--- src/rtl/barcode_rdr.sv ---
// barcode_rdr: IR barcode station-ID reader; measures start-pulse width T, then samples each
// data bit T cycles after its falling edge. Define BARCODE_ID_FILTER_EN to drop IDs with ID[7:6] != 0.
module barcode_rdr #(
    parameter int CNT_W = 22
) (
    input  logic       clk,
    input  logic       rst,
    input  logic       BC,
    input  logic       clr_ID_vld,
    output logic [7:0] ID,
    output logic       ID_vld
);

    typedef enum logic [2:0] {
        IDLE,
        START,
        WAIT_FALL,
        SAMPLE,
        WAIT_HIGH
    } state_t;

    localparam logic [CNT_W-1:0] CNT_MAX = '1;

    logic             r_bc_ff1;
    logic             r_bc_ff2;
    logic             r_bc_ff3;
    logic             w_bc_s;
    logic             w_bc_fall;
    logic             w_bc_rise;

    state_t           r_state;
    state_t           w_state_nxt;
    logic [CNT_W-1:0] r_cnt;
    logic [CNT_W-1:0] w_cnt_nxt;
    logic [CNT_W-1:0] w_cnt_inc;
    logic [CNT_W-1:0] r_period;
    logic [CNT_W-1:0] w_period_nxt;
    logic [7:0]       r_shift;
    logic [7:0]       w_shift_nxt;
    logic [3:0]       r_bit_cnt;
    logic [3:0]       w_bit_cnt_nxt;
    logic             w_done;
    logic             w_accept;
    logic [7:0]       r_id;
    logic             r_id_vld;

    // NOTE: the line idles high, so the synchronizer resets to 1 to avoid a false falling edge.
    always_ff @(posedge clk or posedge rst) begin
        if (rst) begin
            r_bc_ff1 <= 1'b1;
            r_bc_ff2 <= 1'b1;
            r_bc_ff3 <= 1'b1;
        end else begin
            r_bc_ff1 <= BC;
            r_bc_ff2 <= r_bc_ff1;
            r_bc_ff3 <= r_bc_ff2;
        end
    end

    assign w_bc_s    = r_bc_ff2;
    assign w_bc_fall = r_bc_ff3 & ~r_bc_ff2;
    assign w_bc_rise = ~r_bc_ff3 & r_bc_ff2;
    assign w_cnt_inc = (r_cnt == CNT_MAX) ? r_cnt : r_cnt + CNT_W'(1);

    always_ff @(posedge clk or posedge rst) begin
        if (rst) begin
            r_state   <= IDLE;
            r_cnt     <= '0;
            r_period  <= '0;
            r_shift   <= '0;
            r_bit_cnt <= '0;
        end else begin
            r_state   <= w_state_nxt;
            r_cnt     <= w_cnt_nxt;
            r_period  <= w_period_nxt;
            r_shift   <= w_shift_nxt;
            r_bit_cnt <= w_bit_cnt_nxt;
        end
    end

    // NOTE: every output of this block gets a default first so no latch is inferred.
    always_comb begin
        w_state_nxt   = r_state;
        w_cnt_nxt     = r_cnt;
        w_period_nxt  = r_period;
        w_shift_nxt   = r_shift;
        w_bit_cnt_nxt = r_bit_cnt;
        w_done        = 1'b0;
        unique case (r_state)
            IDLE: begin
                if (w_bc_fall) begin
                    w_cnt_nxt   = '0;
                    w_state_nxt = START;
                end
            end
            START: begin
                // A stuck-low line saturates the counter; that is not a frame.
                if (r_cnt == CNT_MAX) begin
                    w_state_nxt = IDLE;
                end else if (w_bc_rise) begin
                    w_period_nxt  = r_cnt;
                    w_bit_cnt_nxt = '0;
                    w_state_nxt   = (r_cnt < CNT_W'(2)) ? IDLE : WAIT_FALL;
                end else if (!w_bc_s) begin
                    w_cnt_nxt = w_cnt_inc;
                end
            end
            WAIT_FALL: begin
                if (w_bc_fall) begin
                    w_cnt_nxt   = '0;
                    w_state_nxt = SAMPLE;
                end
            end
            SAMPLE: begin
                w_cnt_nxt = w_cnt_inc;
                if (r_cnt == r_period) begin
                    w_shift_nxt   = {r_shift[6:0], w_bc_s};
                    w_bit_cnt_nxt = r_bit_cnt + 4'd1;
                    w_state_nxt   = WAIT_HIGH;
                end
            end
            WAIT_HIGH: begin
                if (w_bc_s) begin
                    if (r_bit_cnt < 4'd8) begin
                        w_state_nxt = WAIT_FALL;
                    end else begin
                        w_done      = 1'b1;
                        w_state_nxt = IDLE;
                    end
                end
            end
            default: w_state_nxt = IDLE;
        endcase
    end

`ifdef BARCODE_ID_FILTER_EN
    assign w_accept = w_done && (r_shift[7:6] == 2'b00);
`else
    assign w_accept = w_done;
`endif

    // Completion has priority over the acknowledge so a fresh ID is never lost.
    always_ff @(posedge clk or posedge rst) begin
        if (rst) begin
            r_id     <= 8'h00;
            r_id_vld <= 1'b0;
        end else if (w_accept) begin
            r_id     <= r_shift;
            r_id_vld <= 1'b1;
        end else if (clr_ID_vld) begin
            r_id_vld <= 1'b0;
        end
    end

    assign ID     = r_id;
    assign ID_vld = r_id_vld;

endmodule

--- config.mk ---
export PLATFORM = sky130hd
export DESIGN_NAME = barcode_rdr
export DESIGN_NICKNAME = d
export VERILOG_FILES = /design/src/rtl/barcode_rdr.sv
export SDC_FILE = /design/constraint.sdc
export NUM_CORES = 1
export LEC_CHECK = 0
export BUFFER_PORTS_ARGS = -buffer_cell sky130_fd_sc_hd__buf_4
export CORE_AREA = 2 2 77 79
export CTS_BUF_LIST = sky130_fd_sc_hd__clkbuf_2 sky130_fd_sc_hd__clkbuf_4 sky130_fd_sc_hd__clkbuf_8
export DETAILED_ROUTE_END_ITERATION = 12
export DIE_AREA = 0 0 79 81
export MAX_ROUTING_LAYER = met4
export PLACE_DENSITY = 0.81
export SETUP_SLACK_MARGIN = 0.05
export SLEW_MARGIN = 5
export SYNTH_ARGS = -nofsm -noshare
export SYNTH_HDL_FRONTEND = slang
export SYNTH_SLANG_ARGS = --single-unit
--- constraint.sdc ---
create_clock -name clk -period 5.5 [get_ports clk]
set_input_delay 0 -clock clk [delete_from_list [all_inputs] [get_ports clk]]
set_output_delay 0 -clock clk [all_outputs]
set_load 0.005 [all_outputs]
Word-level counts from Yosys, hierarchy flattened
Cells that the tools add are included.
{"block": "totals", "reg_bits": 71, "output_inout_bits": 9, "elab_cells": 69}
{"block": "op_classes", "addsub": 2, "order_cmp": 2, "eq_ne": 16, "muxes": 24, "bitwise_logic": 5, "n_reduce_logical": 10}
{"cell": "22-bit 2-to-1 mux", "n": 5}
{"cell": "22-bit case mux with 3 select lines", "n": 1}
{"cell": "22-bit by 1-bit adder with 22-bit output (second input constant)", "n": 1}
{"cell": "22-bit equality test", "n": 1}
{"cell": "22-bit equality test (second input constant)", "n": 1}
{"cell": "22-bit by 2-bit less-than comparator with 1-bit output (second input constant)", "n": 1}
{"cell": "3-bit 2-to-1 mux", "n": 6}
{"cell": "2-bit inequality test (second input constant)", "n": 8}
{"cell": "3-bit case mux with 5 select lines", "n": 1}
{"cell": "4-bit 2-to-1 mux", "n": 3}
{"cell": "5-bit AND reduction", "n": 2}
{"cell": "4-bit case mux with 2 select lines", "n": 1}
{"cell": "3-bit by 2-bit equality test with 1-bit output (second input constant)", "n": 2}
{"cell": "1-bit 2-to-1 mux", "n": 5}
{"cell": "4-bit by 1-bit adder with 4-bit output (second input constant)", "n": 1}
{"cell": "4-bit less-than comparator (second input constant)", "n": 1}
{"cell": "2-bit 2-to-1 mux", "n": 2}
{"cell": "4-bit AND reduction", "n": 1}
{"cell": "2-bit nonzero test", "n": 2}
{"cell": "3-bit by 1-bit equality test with 1-bit output (second input constant)", "n": 1}
{"cell": "3-bit equality test (second input constant)", "n": 1}
{"cell": "3-bit logical NOT", "n": 1}
{"cell": "3-bit inequality test (second input constant)", "n": 1}
{"cell": "1-bit inverter", "n": 3}
{"cell": "other kinds (6)", "n": 7}

Depth between registers and ports, before layout
Gate-level depths: netlist of the first run.
{"block": "depth", "depth_word": 6, "mapped_depth": 8}

Worst setup path after synthesis of the first run
OpenSTA, ideal clock, no wires.
{"block": "synth_path", "kind": "register to register", "startpoint": "register r_cnt[1]", "endpoint": "register r_period[14]", "setup_time_ns": 0.125, "t_arrival_ns": 1.886, "slack_ns": 3.490, "stages_incl_launch_ff": 8, "period_less_slack_ns": 2.010, "path_cell_list": "dfrtp_1 -> ha_1 -> and4_1 -> nand4_1 -> o211ai_1 -> buf_2 -> buf_4 -> mux2_2"}
{"block": "synth_via", "elab_chain_len": 3}
{"item": "start, declared", "line_no": "33", "text": "logic [CNT_W-1:0] r_cnt;"}
{"item": "start signal, assigned", "line_no": "74", "text": "r_cnt <= w_cnt_nxt;"}
{"item": "22-bit equality test", "line_no": "98", "text": "if (r_cnt == CNT_MAX) begin"}
{"item": "1-bit inverter (no source line)"}
{"item": "3-bit AND reduction (no source line)"}
{"item": "end signal, assigned", "line_no": "75", "text": "r_period <= w_period_nxt;"}
{"item": "end, declared", "line_no": "36", "text": "logic [CNT_W-1:0] r_period;"}
No other way between the ends.
A chain may end at the register's enable or synchronous reset.

Worst setup path after layout of the first run
{"block": "layout_path", "startpoint": "register r_cnt[1]", "endpoint": "register r_period[11]"}
Same word-level chain as after synthesis.

==> results.json, run 1 <==
{
  "timing_hold_violations_final": 0,
  "worstPathArrival_ns": 3.32,
  "drt_iter0_drc": 233,
  "root_buffer": "clkbuf_8",
  "synth_edf_count": 0,
  "final-max-slew-violation-count": 0,
  "min_from": "BC",
  "async_reset_ff_share_pct": 100,
  "dr.pass1.iters": 6,
  "grt_pass1_vias": 2681,
  "n_antenna_cell": 0,
  "r2r_start": "r_cnt[1]",
  "viasPerCell": 6.54,
  "fin_crit_ns": 3.08,
  "skew_ns": 0.00807,
  "crit_required_ns": 5.74,
  "clock.fmax_mhz": 325,
  "start_util_pct": 64.9,
  "critical_path_class": "flop to flop",
  "num_rows": 28,
  "final.setup.tns_ns": 0,
  "clockBufferDepth": 2,
  "synth_cells": 339,
  "place.gp.congestion": 1.03,
  "grt_pass1_wl_um": 12900,
  "htreeDepth": 3,
  "synth_area_sq_mm": 0.00369,
  "io_pins": 13,
  "overflow": 0,
  "hp-class": "primary input to flop",
  "cts_tree": "yes",
  "worst_pin_slew_ns": 1.28,
  "synth_seq_cells": 71,
  "finalCritPeriodShare_pct": 56.0,
  "grtUsageTotal_pct": 27.2,
  "total_power_w": 0.00136,
  "yosys_warnings": 0,
  "yosys.area.top_type_share_pct": 46.2,
  "layout.nets": 347,
  "die_w_um": 79,
  "power_density_mw_per_mm2": 341,
  "coreArea_sq_mm": 0.00568,
  "cts_inserted_buffers": 9,
  "dpl.hpwl_um": 5090,
  "critPathLaunchType": "flop",
  "clk_pin_slew_ns": 0.08,
  "port_buffers": 12,
  "slew-limit-headroom_pct": 13.9,
  "synthToLayoutAreaGrowth_pct": 7.98,
  "syn_nets": 345,
  "cts.sink_count": 71,
  "post_cts_buffers": 0,
  "antenna_found_initial": 0,
  "synthFlopType": "dfrtp_1",
  "die-area_sq_mm": 0.00640,
  "cts_hold_buffers": 3,
  "syn_area_per_cell_sq_um": 10.9,
  "routed_wl_um": 7760,
  "synth.most_common_cell": "dfrtp_1",
  "crit_start": "r_cnt[1]",
  "critPathCaptureType": "flop",
  "ant_nets": 0,
  "crit_fanout": 15,
  "num_vias": 2755,
  "wl_per_cell_um": 18.4,
  "synth_top_area_cell": "dfrtp_1",
  "drcViolationCount": 0,
  "die_h_um": 81,
  "rsz0062_at_grt": "no",
  "synthTopCellsByCount": "68 x dfrtp_1, 35 x mux2_2, 22 x a21oi_1, 22 x xnor2_1, 18 x nand4_1",
  "status": "finished clean",
  "p_leak_nw": 1.72,
  "grt_max_degree": 72,
  "clkLatencyLatePin_ns": 0.35,
  "yosysSeqAreaShare_pct": 48.3,
  "cts_resized": 0,
  "drv_cap": 0,
  "drive_gt1_share_pct": 23.1,
  "yosys-top-cells-area": "dfrtp_1 46%, mux2_2 11%, xnor2_1 5.2%",
  "vdd_drop_max_mv": 0.226,
  "finalSetupViolCount": 0,
  "synth.distinct_cells": 51
}
## per-stage QoR
step / utilization, % / worst slack, ns / instances / cell area [sq um] / hold slack (ns)
floorplan: - / 3.49 / 339 / 3690 / 0.00448
global placement: 66.1 / 2.61 / 402 / 3750 / 0.109
detailed placement: 66.1 / 2.44 / 402 / 3750 / 0.111
CTS: 70.1 / 2.44 / 421 / 3980 / 0.290
global route: 70.1 / 2.19 / 421 / 3980 / 0.319
finish: 70.1 / 2.42 / 421 / 3980 / 0.313
## metal layers
layer	share of wire (%)	track usage, %
met3	5.9	5.11
met1	44	36.1
met4	3.1	13.4
met2	47	40.6
met5	0	-
## layout make-up
type / instances / area, sq um
flip-flops and latches: 71 / 1780
multi-input cells: 231 / 1730
fillers: 428 / 1700
repair buffers: 18 / 143
clock buffers: 10 / 138
well taps: 75 / 93.8
clock inverters: 6 / 60.1
inverters: 10 / 37.5
## state kept, by name, indices dropped and copies added (netlist names), 3 cells and up
| name | cells |
|---|---|
| r_period | 22 |
| r_shift | 8 |
| r_state | 3 |
| ID | 8 |
| r_cnt | 22 |
| r_bit_cnt | 4 |
## final timing paths
| kind | to | slack, ns | cells past startpoint |
|---|---|---|---|
| min in group asynchronous | ID[3] | 0.48 | 4 |
| max in group asynchronous | r_period[0] | 4.44 | 4 |
| worst max register to register | r_period[11] | 2.42 | 6 |
| worst min register to register | r_bc_ff2 | 0.36 | 0 |
| worst min-delay path | r_bc_ff1 | 0.31 | 2 |
| worst max-delay path | r_period[11] | 2.42 | 6 |
## critical path, stage by stage, from the launching register on
cell,delay [ns]
dfrtp_1,0.49
ha_1,0.28
and4_1,0.28
nand4_1,0.19
o211ai_1,0.97
buf_4,0.39
mux2_2,0.36
## where the power goes
part / switching, W / internal (W) / leakage [nW]
registers: 0.0000701 / 0.000570 / 0.970
logic: 0.000175 / 0.000126 / 0.650
clock network: 0.000197 / 0.000219 / 0.0981
total: 0.000442 / 0.000915 / 1.72
## cells in the final DEF, fill, tap and decap left out, types with 2 or more instances in the layout
| cell | synthesis | routed |
|---|---|---|
| ha_1 | 2 | 2 |
| o21ai_0 | 8 | 8 |
| dlygate4sd3_1 | 0 | 3 |
| or4_4 | 2 | 2 |
| or4_1 | 14 | 14 |
| nand4_1 | 18 | 18 |
| o41ai_1 | 4 | 4 |
| inv_1 | 10 | 9 |
| dfstp_2 | 3 | 3 |
| nand2_1 | 17 | 17 |
| nand3_1 | 8 | 8 |
| or3_1 | 3 | 3 |
| buf_4 | 7 | 15 |
| and4_1 | 4 | 4 |
| clkinvlp_4 | 0 | 2 |
| nor3b_1 | 2 | 2 |
| nand4b_1 | 3 | 3 |
| clkbuf_8 | 0 | 10 |
| nor3_1 | 5 | 3 |
| xnor2_1 | 22 | 22 |
| nor2_1 | 6 | 6 |
| o31ai_1 | 16 | 16 |
| or2_1 | 2 | 2 |
| and3_1 | 2 | 2 |
| dfrtp_1 | 68 | 68 |
| nor3_2 | 1 | 3 |
| mux2i_1 | 3 | 3 |
| nand2b_1 | 7 | 7 |
| nor4_1 | 5 | 5 |
| a21oi_1 | 22 | 22 |
| nor2b_1 | 2 | 2 |
| clkinv_2 | 0 | 3 |
| mux2_2 | 35 | 35 |
## kinds of logic after synthesis
| logic type | count (synthesis) | share of synthesized area [%] |
|---|---|---|
| AOI/OAI and AO/OA | 62 | 10.9 |
| xor gates and xnor gates | 22 | 5.23 |
| adders and majority gates | 2 | 0.679 |
| buffers and inverters | 37 | 5.09 |
| DFF | 71 | 48.3 |
| muxes | 38 | 11.5 |
| and+or+nand+nor | 107 | 18.3 |
Power figures use the tool's default switching activity.
==> run 2, diff against run 1 <==
--- a/config.mk
+++ b/config.mk
@@ -6,12 +6,12 @@
 export NUM_CORES = 1
 export LEC_CHECK = 0
 export BUFFER_PORTS_ARGS = -buffer_cell sky130_fd_sc_hd__buf_4
-export CORE_AREA = 2 2 77 79
+export CORE_AREA = 2 2 83 85
 export CTS_BUF_LIST = sky130_fd_sc_hd__clkbuf_2 sky130_fd_sc_hd__clkbuf_4 sky130_fd_sc_hd__clkbuf_8
 export DETAILED_ROUTE_END_ITERATION = 12
-export DIE_AREA = 0 0 79 81
+export DIE_AREA = 0 0 85 87
 export MAX_ROUTING_LAYER = met4
-export PLACE_DENSITY = 0.81
+export PLACE_DENSITY = 0.73
 export SETUP_SLACK_MARGIN = 0.05
 export SLEW_MARGIN = 5
 export SYNTH_ARGS = -nofsm -noshare
==> constraint.sdc (replaced) <==
create_clock -name clk -period 2.6 [get_ports clk]
set_input_delay 0 -clock clk [delete_from_list [all_inputs] [get_ports clk]]
set_output_delay 0 -clock clk [all_outputs]
set_load 0.005 [all_outputs]
==> run 2 against run 1 <==
Compared with the run above:
- clock skew is 0.0011 ns higher
- first-iteration DRC count up 28%
- wire length rose by 2.6%
- sequential share of layout area fell by 0.62 points
- final area grew 1.4%
- maximum frequency grew 38%
- critical path depth decreased by 1
- global-route usage decreased by 3.0 points
- via count decreased by 2.7%
- critical path type unchanged
- critical endpoint is now r_cnt[18]
- largest cell class unchanged
==> results.json, run 2 (synthesized netlist as in run 1, its figures left out) <==
{
  "status": "finished clean",
  "place.gp.congestion": 0.922,
  "reg2reg_to": "r_cnt[18]",
  "critical_path_class": "flop to flop",
  "clockBufferDepth": 2,
  "num_vias": 2680,
  "r2r_start": "r_cnt[1]",
  "start_util_pct": 56.1,
  "cts_inserted_buffers": 9,
  "place_inst": 412,
  "synthToLayoutAreaGrowth_pct": 9.50,
  "min_from": "BC",
  "dr.pass1.iters": 4,
  "htreeDepth": 3,
  "hp-class": "primary input to flop",
  "nFillCells": 530,
  "reg_top3": "r_cnt x22, r_period x22",
  "power_density_mw_per_mm2": 729,
  "drive_gt1_share_pct": 24.2,
  "final_cell_mix": "68 x dfrtp_1, 35 x mux2_2, 22 x xnor2_1, 22 x a21oi_1, 19 x buf_4",
  "post-route-util_pct": 61.4,
  "layout.nets": 352,
  "register_area_sq_mm": 0.00178,
  "worst_pin_slew_ns": 0.728,
  "worstRegToRegCells": 5,
  "post_cts_buffers": 0,
  "clk_pin_slew_ns": 0.08,
  "clock.fmax_mhz": 448,
  "timing_hold_violations_final": 0,
  "crit_fanout": 12,
  "drt_iter0_drc": 298,
  "routed_wl_um": 7960,
  "dpl.hpwl_um": 5550,
  "drcViolationCount": 0,
  "io_pins": 13,
  "multi_input_area_sq_mm": 0.00173,
  "num_rows": 30,
  "final.setup.tns_ns": 0,
  "hold_end": "r_bc_ff1",
  "cts_tree": "yes",
  "worstPathArrival_ns": 2.51,
  "rsz0062_at_grt": "no",
  "grtUsageTotal_pct": 24.1,
  "grt_max_degree": 38,
  "ff2ff_setup_slack_ns": 0.37,
  "clkLatencyLatePin_ns": 0.35,
  "n_antenna_cell": 0,
  "skew_ns": 0.00917,
  "die_h_um": 87,
  "grt_pass1_vias": 2636,
  "finalSetupViolCount": 0,
  "root_buffer": "clkbuf_8",
  "coreArea_sq_mm": 0.00657,
  "final-max-slew-violation-count": 0,
  "port_buffers": 12,
  "wl_per_cell_um": 18.5,
  "die_w_um": 85,
  "cts.sink_count": 71,
  "die-area_sq_mm": 0.00740,
  "slew-limit-headroom_pct": 51.4,
  "overflow": 0,
  "p_leak_nw": 1.75,
  "finalCritPeriodShare_pct": 85.9,
  "antenna_found_initial": 0,
  "crit_required_ns": 2.88,
  "vdd_drop_max_mv": 0.647,
  "holdPathStages": 2,
  "final-instance-count-excl-fill": 431,
  "ant_nets": 0,
  "critPathLaunchType": "flop",
  "critPathCaptureType": "flop",
  "drv_cap": 0,
  "fin_crit_ns": 2.23,
  "grt_pass1_wl_um": 13400,
  "layout_commonest_cell": "dfrtp_1",
  "viasPerCell": 6.22
}
## run 2: area by class of cell
| class | instances | area share, % |
|---|---|---|
| clock buffer | 11 | 3.44 |
| clock inverter | 5 | 1.46 |
| sequential | 71 | 44.1 |
| timing repair buffer | 23 | 4.77 |
| inverter | 10 | 0.930 |
| tap | 80 | 2.48 |
| multi-input combinational | 231 | 42.8 |
## run 2: where the power goes
group	internal (W)	switching [W]
clock network	0.000464	0.000424
logic	0.000306	0.000407
registers	0.00121	0.000133
total	0.00198	0.000963
## run 2: timing repair
item / CTS / global route
endpoints found under the hold margin: 33 / 0
resized for setup: 0 / 0
hold buffers: 3 / 0
## run 2: routing by layer
layer	share of wire, %	up-vias	global-route usage, %	wire, um
met1	47	1301	33.7	3740
met4	2.1	0	8.80	167
li1	-	1276	-	-
met5	0	-	-	0
met2	44	87	34.3	3530
met3	6.5	16	5.97	521
## run 2: worst max path at each step
| stage | start | to | slack [ns] | cells past startpoint |
|---|---|---|---|---|
| global placement | r_cnt[21] | r_shift[3] | 0.43 | 6 |
| global route | r_cnt[1] | r_period[14] | 0.22 | 6 |
| CTS | r_cnt[1] | r_cnt[18] | 0.38 | 5 |
| floorplan | r_cnt[1] | r_period[14] | 0.59 | 7 |
| detailed placement | r_cnt[1] | r_cnt[18] | 0.39 | 5 |
| finish | r_cnt[1] | r_cnt[18] | 0.37 | 5 |
## run 2: worst max-delay path: stages (launching register included)
cell and delay, ns:
dfrtp_1 0.47, ha_1 0.25, nand4_1 0.16, or4_4 0.64, or4_1 0.49, a21oi_1 0.15
## run 2: stage by stage
| stage | cell area [sq um] | hold slack [ns] | total power [W] | setup slack (ns) |
|---|---|---|---|---|
| 2_1_floorplan | 3690 | 0.00448 | 0.00185 | 0.590 |
| 3_5_place_dp | 3810 | 0.111 | 0.00206 | 0.392 |
| 5_1_grt | 4040 | 0.293 | 0.00309 | 0.220 |
| 4_1_cts | 4040 | 0.281 | 0.00295 | 0.379 |
| 3_3_place_gp | 3810 | 0.109 | 0.00204 | 0.425 |
| 6_report | 4040 | 0.297 | 0.00294 | 0.366 |
==> run 3, diff against run 2 <==
--- a/config.mk
+++ b/config.mk
@@ -6,12 +6,11 @@
 export NUM_CORES = 1
 export LEC_CHECK = 0
 export BUFFER_PORTS_ARGS = -buffer_cell sky130_fd_sc_hd__buf_4
-export CORE_AREA = 2 2 83 85
-export CTS_BUF_LIST = sky130_fd_sc_hd__clkbuf_2 sky130_fd_sc_hd__clkbuf_4 sky130_fd_sc_hd__clkbuf_8
+export CORE_AREA = 2 2 85 87
 export DETAILED_ROUTE_END_ITERATION = 12
-export DIE_AREA = 0 0 85 87
+export DIE_AREA = 0 0 87 89
 export MAX_ROUTING_LAYER = met4
-export PLACE_DENSITY = 0.73
+export PLACE_DENSITY = 0.7
 export SETUP_SLACK_MARGIN = 0.05
 export SLEW_MARGIN = 5
 export SYNTH_ARGS = -nofsm -noshare
==> run 3 against run 2 <==
Compared with the run above:
- flip-flop and latch count unchanged
- total power shrank 0.83%
- utilization decreased by 1.1 points
- global-route usage is 1.1 points lower
- critical path depth unchanged
- critical path type unchanged
==> results.json, run 3 (synthesized netlist as in run 1, its figures left out) <==
{
  "start_util_pct": 54.9,
  "drive_gt1_share_pct": 24.6,
  "reg2reg_to": "r_cnt[18]",
  "grt_pass1_wl_um": 13200,
  "slew-limit-headroom_pct": 60.5,
  "drcViolationCount": 0,
  "num_rows": 30,
  "status": "finished clean",
  "root_buffer": "clkbuf_8",
  "wl_per_cell_um": 18.0,
  "p_leak_nw": 1.75,
  "drv_cap": 0,
  "total_power_w": 0.00292,
  "fin_crit_ns": 2.29,
  "cts_tree": "yes",
  "hp-class": "primary input to asynchronous set/reset pin",
  "rsz0062_at_grt": "no",
  "antenna_found_initial": 0,
  "use_met3_pct": 5.08,
  "die_h_um": 89,
  "final-max-slew-violation-count": 0,
  "dr.pass1.iters": 6,
  "place.gp.congestion": 0.947,
  "grt_pass1_vias": 2713,
  "final.setup.tns_ns": 0,
  "port_buffers": 12,
  "grt_max_degree": 72,
  "crit_fanout": 12,
  "io_pins": 13,
  "n_antenna_cell": 0,
  "r2r_start": "r_cnt[1]",
  "busiest_layer": "met2",
  "vdd_drop_max_mv": 0.492,
  "grtUsageTotal_pct": 23.1,
  "critPathCaptureType": "flop",
  "overflow": 0,
  "ff2ff_setup_slack_ns": 0.31,
  "layout.nets": 354,
  "worst_pin_slew_ns": 0.592,
  "die_w_um": 87,
  "critPathLaunchType": "flop",
  "globalRouteMet1Util_pct": 30.4,
  "coreArea_sq_mm": 0.00672,
  "critical_path_class": "flop to flop",
  "power_density_mw_per_mm2": 719,
  "drt_iter0_drc": 252,
  "die-area_sq_mm": 0.00774,
  "max_stage_delay_ns": 0.62,
  "worstPathArrival_ns": 2.58,
  "timing_hold_violations_final": 0,
  "crit_required_ns": 2.88,
  "cts.sink_count": 71,
  "layout_commonest_cell": "dfrtp_1",
  "clock.fmax_mhz": 436,
  "cp_slowest_cell": "or4_4",
  "met2_usage_pct": 35.7,
  "final-instance-count-excl-fill": 433,
  "reg_top3": "r_cnt x22, r_period x22",
  "htreeDepth": 3,
  "clockBufferDepth": 2,
  "finalSetupViolCount": 0,
  "worstRegToRegCells": 5,
  "cts_inserted_buffers": 9,
  "final_cell_mix": "68 x dfrtp_1, 35 x mux2_2, 22 x xnor2_1, 22 x a21oi_1, 21 x buf_4",
  "skew_ns": 0.0121,
  "place_inst": 414,
  "ant_nets": 0,
  "path_cells": "ha_1 > nand4_1 > or4_4 > or4_1 > a21oi_1",
  "num_vias": 2716,
  "viasPerCell": 6.27,
  "finalCritPeriodShare_pct": 88.2,
  "clk_pin_slew_ns": 0.08,
  "routed_wl_um": 7780,
  "synthToLayoutAreaGrowth_pct": 10.0,
  "dpl.hpwl_um": 5370,
  "post_cts_buffers": 0,
  "clkLatencyLatePin_ns": 0.35
}
run 3: changes by cell type in the layout (fill, tap and decap cells not counted), sizes merged:
cell | before | now
clkinv | 2 | 0
inv | 10 | 13
clkinvlp | 2 | 3
clkbuf | 11 | 9
buf | 20 | 22
run 3: worst max-delay path, delay by kind of cell, from the launching register on:
kind	cells	cell delay [ns]
compound gates	1	0.16
simple gates	3	1.29
flops	1	0.49
fa+ha+maj	1	0.29
run 3: worst max-delay path by stage:
stage | from | end | slack (ns) | cells past startpoint
after floorplan | r_cnt[1] | r_period[14] | 0.59 | 7
after CTS | r_cnt[1] | r_cnt[18] | 0.34 | 5
after detailed placement | r_cnt[1] | r_cnt[18] | 0.32 | 5
final | r_cnt[1] | r_cnt[18] | 0.31 | 5
after global routing | r_cnt[5] | r_state[1] | 0.20 | 5
after global placement | r_cnt[3] | r_cnt[7] | 0.45 | 5
run 3: area by class of cell:
type	instances	area, sq um
fill	559	2660
clock inverter	7	78.8
multi-input combinational	231	1730
sequential	71	1780
inverter	10	37.5
timing repair buffer	25	208
tap	80	100
clock buffer	9	124
run 3: per-stage QoR:
| step | setup slack, ns | hold slack [ns] | util [%] | area (sq um) |
|---|---|---|---|---|
| after detailed placement | 0.319 | 0.111 | 56.9 | 3820 |
| after floorplan | 0.590 | 0.00448 | - | 3690 |
| after CTS | 0.338 | 0.281 | 60.4 | 4060 |
| after global placement | 0.452 | 0.111 | 56.9 | 3820 |
| after global routing | 0.201 | 0.301 | 60.4 | 4060 |
| final | 0.306 | 0.286 | 60.4 | 4060 |
run 3: power breakdown:
group | switching [W] | internal [W] | total (W)
registers | 0.000118 | 0.00120 | 0.00132
logic | 0.000398 | 0.000299 | 0.000697
clock network | 0.000446 | 0.000452 | 0.000899
run 3: timing repair:
| action | in CTS | in global routing |
|---|---|---|
| gates resized for setup | 0 | 0 |
| hold endpoints to repair | 70 | 0 |
| hold buffers | 3 | 0 |
run 3: layer usage:
layer | part of all wire (%) | vias up
met5 | 0 | -
met1 | 46 | 1349
met4 | 1.7 | 0
li1 | - | 1278
met3 | 5.1 | 17
met2 | 47 | 72
